--- src/rtl/audiofifo_mc.sv ---
// Multichannel audio frame FIFO with look-ahead synchronous-read RAM.
// Sticky underrun/overrun flags, flush, and registered status outputs.
module audiofifo_mc #(
    parameter int WIDTH             = 16,
    parameter int CHANNELS          = 2,
    parameter int DEPTH             = 64,
    parameter int ACCEPT_LIMIT      = DEPTH - 4,
    parameter int NEARLY_FULL_LEVEL = 48,
    parameter bit ZERO_ON_EMPTY     = 1'b1
) (
    input  logic                          clk,
    input  logic                          reset_n,
    input  logic                          in_write,
    input  logic [CHANNELS*WIDTH-1:0]     in_sample,
    output logic                          in_strobe,
    output logic                          out_write,
    input  logic                          out_strobe,
    output logic [CHANNELS*WIDTH-1:0]     out_sample,
    input  logic                          flush,
    output logic [$clog2(DEPTH):0]        level,
    output logic                          nearly_full,
    output logic                          underrun,
    output logic                          overrun,
    input  logic                          clear_flags
);
    localparam int FW = CHANNELS * WIDTH;
    localparam int AW = $clog2(DEPTH);
    localparam int LW = AW + 1;
    localparam logic [LW-1:0] LIMIT = LW'(ACCEPT_LIMIT);
    localparam logic [LW-1:0] NFULL = LW'(NEARLY_FULL_LEVEL);

    // Asynchronous assertion, deassertion released on clk.
    logic [1:0] rsync_q;
    logic       rst_n;

    always_ff @(posedge clk or negedge reset_n) begin
        if (!reset_n) rsync_q <= '0;
        else          rsync_q <= {rsync_q[0], 1'b1};
    end

    assign rst_n = rsync_q[1];

    logic [FW-1:0] mem [DEPTH];

    logic [AW-1:0] wr_q, wr_d, rd_q, rd_d, la;
    logic [LW-1:0] level_q, level_d;
    logic [FW-1:0] out_q, out_d;
    logic          valid_q, valid_d;
    logic          nf_q, nf_d;
    logic          under_q, under_d, over_q, over_d;
    logic          zero_q, zero_d;
    logic          accept, xfer, under_set, over_set;

    always_comb begin
        accept    = rst_n && in_write && (level_q < LIMIT) && !flush;
        xfer      = valid_q && out_strobe && !flush;
        la        = rd_q + AW'(xfer);
        wr_d      = accept ? wr_q + AW'(1) : wr_q;
        rd_d      = la;
        level_d   = level_q;
        unique case ({accept, xfer})
            2'b10:   level_d = level_q + LW'(1);
            2'b01:   level_d = level_q - LW'(1);
            default: level_d = level_q;
        endcase
        if (flush) begin
            level_d = '0;
            wr_d    = rd_q;
        end
        // A frame landing on the look-ahead slot this edge is not yet readable.
        valid_d   = !flush && (level_d != '0) && !(accept && (wr_q == la));
        nf_d      = level_d >= NFULL;
        under_set = out_strobe && (level_q == '0);
        over_set  = in_write && !accept && !flush;
        under_d   = under_set | (under_q & ~clear_flags);
        over_d    = over_set | (over_q & ~clear_flags);
        zero_d    = (zero_q | under_set) & ~valid_d;
        out_d     = mem[la];
        if (!valid_d && (zero_q || under_set)) begin
            out_d = ZERO_ON_EMPTY ? '0 : out_q;
        end
    end

    always_ff @(posedge clk) begin
        if (accept) mem[wr_q] <= in_sample;
    end

    always_ff @(posedge clk or negedge rst_n) begin
        if (!rst_n) begin
            wr_q    <= '0;
            rd_q    <= '0;
            level_q <= '0;
            out_q   <= '0;
            valid_q <= 1'b0;
            nf_q    <= 1'b0;
            under_q <= 1'b0;
            over_q  <= 1'b0;
            zero_q  <= 1'b0;
        end else begin
            wr_q    <= wr_d;
            rd_q    <= rd_d;
            level_q <= level_d;
            out_q   <= out_d;
            valid_q <= valid_d;
            nf_q    <= nf_d;
            under_q <= under_d;
            over_q  <= over_d;
            zero_q  <= zero_d;
        end
    end

    assign in_strobe   = accept;
    assign out_write   = valid_q;
    assign out_sample  = out_q;
    assign level       = level_q;
    assign nearly_full = nf_q;
    assign underrun    = under_q;
    assign overrun     = over_q;

endmodule

--- config.mk ---
export PLATFORM = sky130hd
export DESIGN_NAME = audiofifo_mc
export DESIGN_NICKNAME = d
export VERILOG_FILES = /design/src/rtl/audiofifo_mc.sv
export SDC_FILE = /design/constraint.sdc
export NUM_CORES = 2
export LEC_CHECK = 0
export BUFFER_PORTS_ARGS = -buffer_cell sky130_fd_sc_hd__buf_2
export CAP_MARGIN = 20
export CORE_MARGIN = 2
export CORE_UTILIZATION = 35
export DETAILED_ROUTE_END_ITERATION = 6
export REMOVE_ABC_BUFFERS = 1
export SETUP_SLACK_MARGIN = 0.05
export SLEW_MARGIN = 0
export SYNTH_ARGS = -nofsm -noshare
export SYNTH_HDL_FRONTEND = slang
export SYNTH_SLANG_ARGS = --single-unit
--- constraint.sdc ---
create_clock -name clk -period 3.8 [get_ports clk]
set_clock_uncertainty 0.1 [all_clocks]
set_input_delay 0.76 -clock clk [delete_from_list [all_inputs] [get_ports clk]]
set_output_delay 0.76 -clock clk [all_outputs]
set_load 0.01 [all_outputs]
# Word level (Yosys, flattened, before mapping)
# Memory sizes are Yosys's and may differ from the RTL's.
# Index checks and enable logic that the tools add are counted.
totals:
  reg_bits: 58
  mem_bits_rw: 2048
  in_bits: 38
  out_inout_bits: 44
  word_cells: 55
  mem_count: 1
mem_list:
  columns: ["name", "depth", "word_bits", "rd", "rd_ports_with_merged_regs", "write_ports", "line_no", "text"]
  rows:
  - ["mem", 64, 32, 1, 0, 1, "43", "logic [FW-1:0] mem [DEPTH];"]
op_classes:
  add_sub_neg: 4
  order_cmp: 2
  eq_ne: 3
  muxes: 7
  bitwise: 8
  n_reduce_logical: 20
ops:
  columns: ["op", "n"]
  rows:
  - ["$mux W32", 1]
  - ["$pmux W7 S2", 1]
  - ["$logic_and A1 B1 Y1", 12]
  - ["$mux W6", 2]
  - ["$add A7 B1 Y7 const B", 1]
  - ["$ge A7 B6 Y1 const B", 1]
  - ["$logic_not A7 Y1", 1]
  - ["$lt A7 B6 Y1 const B", 1]
  - ["$mux W7", 1]
  - ["$reduce_bool A7 Y1", 1]
  - ["$sub A7 B1 Y7 const B", 1]
  - ["$add A6 B1 Y6", 1]
  - ["$add A6 B1 Y6 const B", 1]
  - ["$eq A6 B6 Y1", 1]
  - ["$logic_not A1 Y1", 4]
  - ["$and A1 B1 Y1", 3]
  - ["$or A1 B1 Y1", 3]
  - ["$eq A2 B1 Y1 const B", 1]
  - ["$eq A2 B2 Y1 const B", 1]
  - ["$mux W1", 2]
  - ["$not A1 Y1", 2]
  - ["$reduce_bool A2 Y1", 1]
  - ["$logic_or A1 B1 Y1", 1]

# Logic depth before layout (Yosys ltp)
depth:
  depth_word: 12
  depth_mapped: 17
  mapped_depth_nobuf: 12

# Worst setup path before layout
# No wires, ideal clock.
synth_timing:
  path_type: "reg-to-reg"
  startpoint: "register rsync_q[1]"
  endpoint: "register out_q[10] (netlist: out_sample[10])"
  setup_time_ps: 126
  t_arrival_ps: 4677
  required_ps: 3574
  slack_ps: -1103
  stages_incl_launch_ff: 16
  path_buffers: 4
  period_less_slack_ps: 4903
  path_cell_list: "dfrtp_1 > o2111a_1 > clkbuf_1 > nand2b_1 > ha_1 > buf_2 > buf_4 > xor2_1 > ha_1 > nand4_1 > a2111oi_0 > a211oi_1 > and4b_1 > nor4b_4 > buf_4 > a211oi_1"
synth_between:
  elab_chain_cells: 12
  elab_cells_between_ends: 15
  classes_between: "2 x eq/ne; 3 x mux; 10 x reduce/logical"
synth_lines:
  columns: ["element", "line_no", "text"]
  rows:
  - ["start: declaration", "33", "logic [1:0] rsync_q;"]
  - ["start signal: assignment", "38", "else rsync_q <= {rsync_q[0], 1'b1};"]
  - ["$logic_and A1 B1 Y1 * (3 in series)", "55", "accept = rst_n && in_write && (level_q < LIMIT) && !flush;"]
  - ["$eq A2 B1 Y1 or $eq A2 B2 Y1 (tied branches)", "61", "unique case ({accept, xfer})"]
  - ["$pmux W7 S2", "61", null]
  - ["$mux W7", "66", "if (flush) begin"]
  - ["$reduce_bool A7 Y1", "71", "valid_d = !flush && (level_d != '0) && !(accept && (wr_q == la));"]
  - ["$logic_and A1 B1 Y1", "71", null]
  - ["$logic_and A1 B1 Y1 *", "71", null]
  - ["$logic_not A1 Y1 *", "79", "if (!valid_d && (zero_q || under_set)) begin"]
  - ["$logic_and A1 B1 Y1 *", "79", null]
  - ["$mux W32 *", "79", null]
  - ["named net out_d[10]", "47", "logic [FW-1:0] out_q, out_d;"]
  - ["end signal: assignment", "103", "out_q <= out_d;"]
  - ["end: declaration", "47", null]
# Mark *: on every way through the listed nets, which the timed path passes. The rest lies on a longest branch.
# A chain may end at the register's enable or synchronous reset.

# Worst setup path after layout
layout_timing:
  startpoint: "register valid_q (netlist: out_write)"
  endpoint: "register out_q[26] (netlist: out_sample[26])"
layout_between:
  elab_chain_cells: 11
  elab_cells_between_ends: 17
  classes_between: "1 x add/sub; 3 x eq/ne; 3 x mux; 9 x reduce/logical; 1 x memory"
layout_lines:
  columns: ["element", "line_no", "text"]
  rows:
  - ["start: declaration", "48", "logic valid_q, valid_d;"]
  - ["start signal: assignment", "104", "valid_q <= valid_d;"]
  - ["$logic_and A1 B1 Y1 * (2 in series)", "56", "xfer = valid_q && out_strobe && !flush;"]
  - ["branches (longest 8 deep; another with $mem_v2 Z64 W32)", null, null]
  - ["$mux W32 *", "79", null]
  - ["named net out_d[26]", "47", null]
# Mark *: on every way through the listed nets, which the timed path passes.

==> run summary <==
The startpoint identified for the worst register-to-register timing path is out_write$_DFF_PN0_. In the finished design, the share of the clock period the worst path needs comes to 0.958. The run finished with clean final reports. The half-perimeter wire length after detailed placement is about 120000 um.

The worst register-to-register path has a depth of 15. The final worst setup slack came out at around 0.16 ns. The number of nets in the final layout is about 4300. The number of DRC markers after the initial detailed-route iteration came out at roughly 4300. The synthesized design spends more area on one cell type than any other, namely sky130_fd_sc_hd__edfxtp_1. The endpoint of the worst hold-timing path is overrun$_DFF_PN0_. Of all flip-flops after synthesis, the portion carrying an async set or reset was 0.0275. The worst setup slack before clock tree synthesis came out at -0.306 ns. The largest stage delay on the critical path is approximately 0.53 ns. The finished layout cell area is around 95000 um2. The count of cells along the worst hold path is 3. The number of buffers created by CTS came out at approximately 200. STA classifies the critical path endpoint as a flop. The routed design has roughly 210000 um of wire. The leakage power of the design came out at ~30 nW.

The number of antenna violations at the first check in global routing is 17. The total overflow reported by the global router came out at 0. The worst hold path belongs to the class in -> reg. The final hold violation count came to 0. The total clock sinks is between 2000 and 2500. The placer's final routability congestion estimate is 0.820. The first TritonRoute pass finished after 5 iterations. The highest fanout seen on the critical path is 21.

After detailed routing, the number of vias per cell comes to roughly 5.4. The number of design rule violations left after detail routing is 0. The core footprint came out at approximately 230000 um2. The remaining number of nets flagged by the antenna check after routing came out at 0. Entering global routing, the biggest net connects 65 pins. The worst hold path begins at in_write. The standard cell area after detailed placement is about 90000 um2.

The buffer depth of the longest clock path is 3. The floorplan step defined a die boundary enclosing between 200000 and 250000 um2. The critical path in this run is classified as reg -> reg. The post-synthesis sequential area ratio came out at 0.779. The share of synthesized area in the top cell type comes to 0.762. Across the VDD grid, the largest voltage drop is roughly 550 uV. Setup violations remaining at the end of the flow were counted as 0. Max-cap violations in this run came to 0. The area of the mapped netlist came out at a little over 80000 um2.

STA classifies the critical path startpoint as a flop. The peak clock frequency supported by timing is between 0.2 and 0.3 GHz. The height of the die is about 480 um.

For this run, the leading register cell type out of synthesis is sky130_fd_sc_hd__edfxtp_1. Synthesis handed over a netlist of between 3000 and 4000 instances. The die extent in x is about 480 um. The setup check on the worst reg-to-reg path leaves a slack of ~0.16 ns.

The number of levels in the clock H-tree came out at 4. The power density over cell area came out at 648 nW/um2. The global-route usage over all layers came out at 0.182. The initial utilization of the core area, before any placement, comes to 0.352. The transition time at the pin with the least slew margin is 1.10 ns.

The number of placed I/O pins came out at 82. By area the synthesized netlist is led by sky130_fd_sc_hd__edfxtp_1 (76%), sky130_fd_sc_hd__mux4_2 (14%), sky130_fd_sc_hd__nand2_1 (1.9%). The number of buffers added on ports is just over 80. During synthesis, Yosys emitted a total of 0 warnings. Summing over every cut layer, the via total after detailed routing is between 40000 and 50000. The post-route minimum period came out at approximately 3.6 ns. The leading cell type in the layout, fill and taps excluded is sky130_fd_sc_hd__edfxtp_1. Among all stages on the critical path, the largest delay is contributed by sky130_fd_sc_hd__nand4_1. The number of global-route vias before repair is 41181. Leaving out fill and tap cells, the most frequent cells in the layout are sky130_fd_sc_hd__edfxtp_1 (2048), sky130_fd_sc_hd__mux4_2 (512), sky130_fd_sc_hd__nand2_1 (405). TritonCTS built the clock tree. The number of slew-limit violations in the final report is 0. The clock-pin slew on the worst setup and hold paths is about 0.060 ns. Setup repair after global routing left no endpoint under its margin. The number of flops mapped to enable cells by yosys came out at between 2000 and 2500. The arrival time of the worst setup path came out at around 4.3 ns. After synthesis, the mean cell area works out to approximately 21 um2.

In this run the critical register-to-register path is captured at out_sample[26]$_DFF_PN0_. The worst slew slack as a fraction of its limit came out at 0.265. The area growth from synthesis to layout came out at 18.0%.

The number of register bits inferred by synthesis came out at between 2000 and 2500. The initialized floorplan defines approximately 180 standard-cell rows. The routed length per placed instance is 28.8 um. Synthesis instantiated 54 different standard cells from the library.

The CTS root buffer is sky130_fd_sc_hd__clkbuf_16. Data on the critical path is required at its endpoint by approximately 4.5 ns. The insertion delay of the later-clocked pin in the worst-skew pair came out at 0.84 ns.

In the final layout, the share of cells above drive strength 1 is 0.302. The first global-routing pass estimated roughly 300000 um of wire. Traced cell by cell, the critical path runs through nand2_1 > nor2_1 > buf_4 > ha_4 > nand3_1 > xor2_4 > buf_12 > inv_8 > buf_12 > buf_4 > buf_6 > nand2_1 > a32oi_1 > nand4_1 > a211oi_2.
[kinds of logic after synthesis]
| family | Yosys count | synth area share |
|---|---|---|
| DFF | 2106 | 0.779 |
| and+or+nand+nor | 738 | 0.0404 |
| muxes | 582 | 0.151 |
| buffers and inverters | 232 | 0.0120 |
| AOI/OAI and AO/OA | 134 | 0.0134 |
| xor gates and xnor gates | 19 | 0.00215 |
| adders and majority gates | 6 | 0.000930 |
| other | 1 | 0.0000464 |
[repair_timing]
action	4_1_cts	5_1_grt
endpoints found under the hold margin	4	0
gates resized for setup	0	3
hold buffers	2	0
setup endpoints to repair	0	2
setup buffers	0	0
[layer usage]
metal  vias to the layer above  global-route usage  share of wire
li1                      16662                   -              -
met1                     21942               0.245           0.40
met2                      1584               0.295           0.48
met3                       325              0.0362          0.079
met4                         6              0.0636          0.035
met5                         -                   0        0.00016
[critical path, delay by kind of cell (launching register included)]
kind | cells | cell delay [ns]
XOR/XNOR | 1 | 0.24
flip-flops | 1 | 0.36
buffers and inverters | 6 | 1.03
AO/OA/AOI/OAI | 2 | 0.69
adder cells (fa/ha/maj) | 1 | 0.16
AND/OR/NAND/NOR | 5 | 0.96
[metrics by stage]
step	hold slack [ns]	setup TNS, ns	cells	total power, W	utilization
floorplan	0.231	-1929.64	3596	0.0319	-
global placement	0.245	-0.768	7065	0.0427	0.386
detailed placement	0.242	-1.11	7066	0.0428	0.386
CTS	0.0543	0	7440	0.0623	0.415
global route	0.0824	0	7446	0.0641	0.415
finish	0.110	0	7448	0.0618	0.415
[Yosys cell counts (2+ instances only)]
master                     count
sky130_fd_sc_hd__edfxtp_1   2048
sky130_fd_sc_hd__mux4_2      512
sky130_fd_sc_hd__nand2_1     405
sky130_fd_sc_hd__nand3_1     140
sky130_fd_sc_hd__clkbuf_1    127
sky130_fd_sc_hd__nor2_1       84
sky130_fd_sc_hd__nand4_1      72
sky130_fd_sc_hd__buf_2        69
sky130_fd_sc_hd__mux2i_1      68
sky130_fd_sc_hd__a32oi_1      64
sky130_fd_sc_hd__dfrtp_1      58
sky130_fd_sc_hd__a211oi_1     35
sky130_fd_sc_hd__buf_1        22
sky130_fd_sc_hd__xnor2_1      10
sky130_fd_sc_hd__inv_1         9
sky130_fd_sc_hd__o21ai_0       9
sky130_fd_sc_hd__xor2_1        8
sky130_fd_sc_hd__nor2b_1       7
sky130_fd_sc_hd__ha_1          6
sky130_fd_sc_hd__a21oi_1       5
sky130_fd_sc_hd__buf_4         4
sky130_fd_sc_hd__nand3b_1      4
sky130_fd_sc_hd__or2_2         4
sky130_fd_sc_hd__a31oi_1       3
sky130_fd_sc_hd__and2_1        3
sky130_fd_sc_hd__nand2b_1      3
sky130_fd_sc_hd__a211o_1       2
sky130_fd_sc_hd__a21o_1        2
sky130_fd_sc_hd__mux2_2        2
sky130_fd_sc_hd__nor3_1        2
sky130_fd_sc_hd__nor4b_1       2
sky130_fd_sc_hd__o2111a_1      2
sky130_fd_sc_hd__o211ai_1      2
sky130_fd_sc_hd__o21bai_1      2
sky130_fd_sc_hd__o32ai_1       2
sky130_fd_sc_hd__or3_1         2
sky130_fd_sc_hd__or3b_2        2
[power breakdown]
| part | total [W] | internal, W | switching, W |
|---|---|---|---|
| clock | 0.0196 | 0.0110 | 0.00865 |
| combinational | 0.0159 | 0.00765 | 0.00828 |
| sequential | 0.0262 | 0.0258 | 0.000412 |
[area by class of cell]
cell class / count / area (um2)
Tap cell: 3026 / 3790
Inverter: 10 / 45.0
Antenna cell: 6 / 15.0
Multi-Input combinational cell: 1480 / 17400
Fill cell: 19816 / 134000
Timing Repair Buffer: 448 / 4570
Sequential cell: 2106 / 63000
Clock inverter: 119 / 1130
Clock buffer: 253 / 5370
[flip-flops by register name (all words and copies together) (netlist names), 2 cells and up]
signal and count:
mem 2048, level 7, wr_q 6, out_sample 32
rsync_q 2, rd_q 6
[worst max-delay path by stage]
stage / from / end / slack, ns / cells past startpoint
after detailed placement: out_strobe / out_sample[26]$_DFF_PN0_ / -0.31 / 16
after global routing: out_write$_DFF_PN0_ / out_sample[9]$_DFF_PN0_ / 0.05 / 15
after floorplan: out_strobe / out_sample[0]$_DFF_PN0_ / -18.15 / 8
after CTS: out_write$_DFF_PN0_ / out_sample[26]$_DFF_PN0_ / 0.15 / 15
after global placement: out_strobe / out_sample[2]$_DFF_PN0_ / -0.20 / 16
final: out_write$_DFF_PN0_ / out_sample[26]$_DFF_PN0_ / 0.16 / 15
No activity file was read; power rests on OpenSTA's default activity.
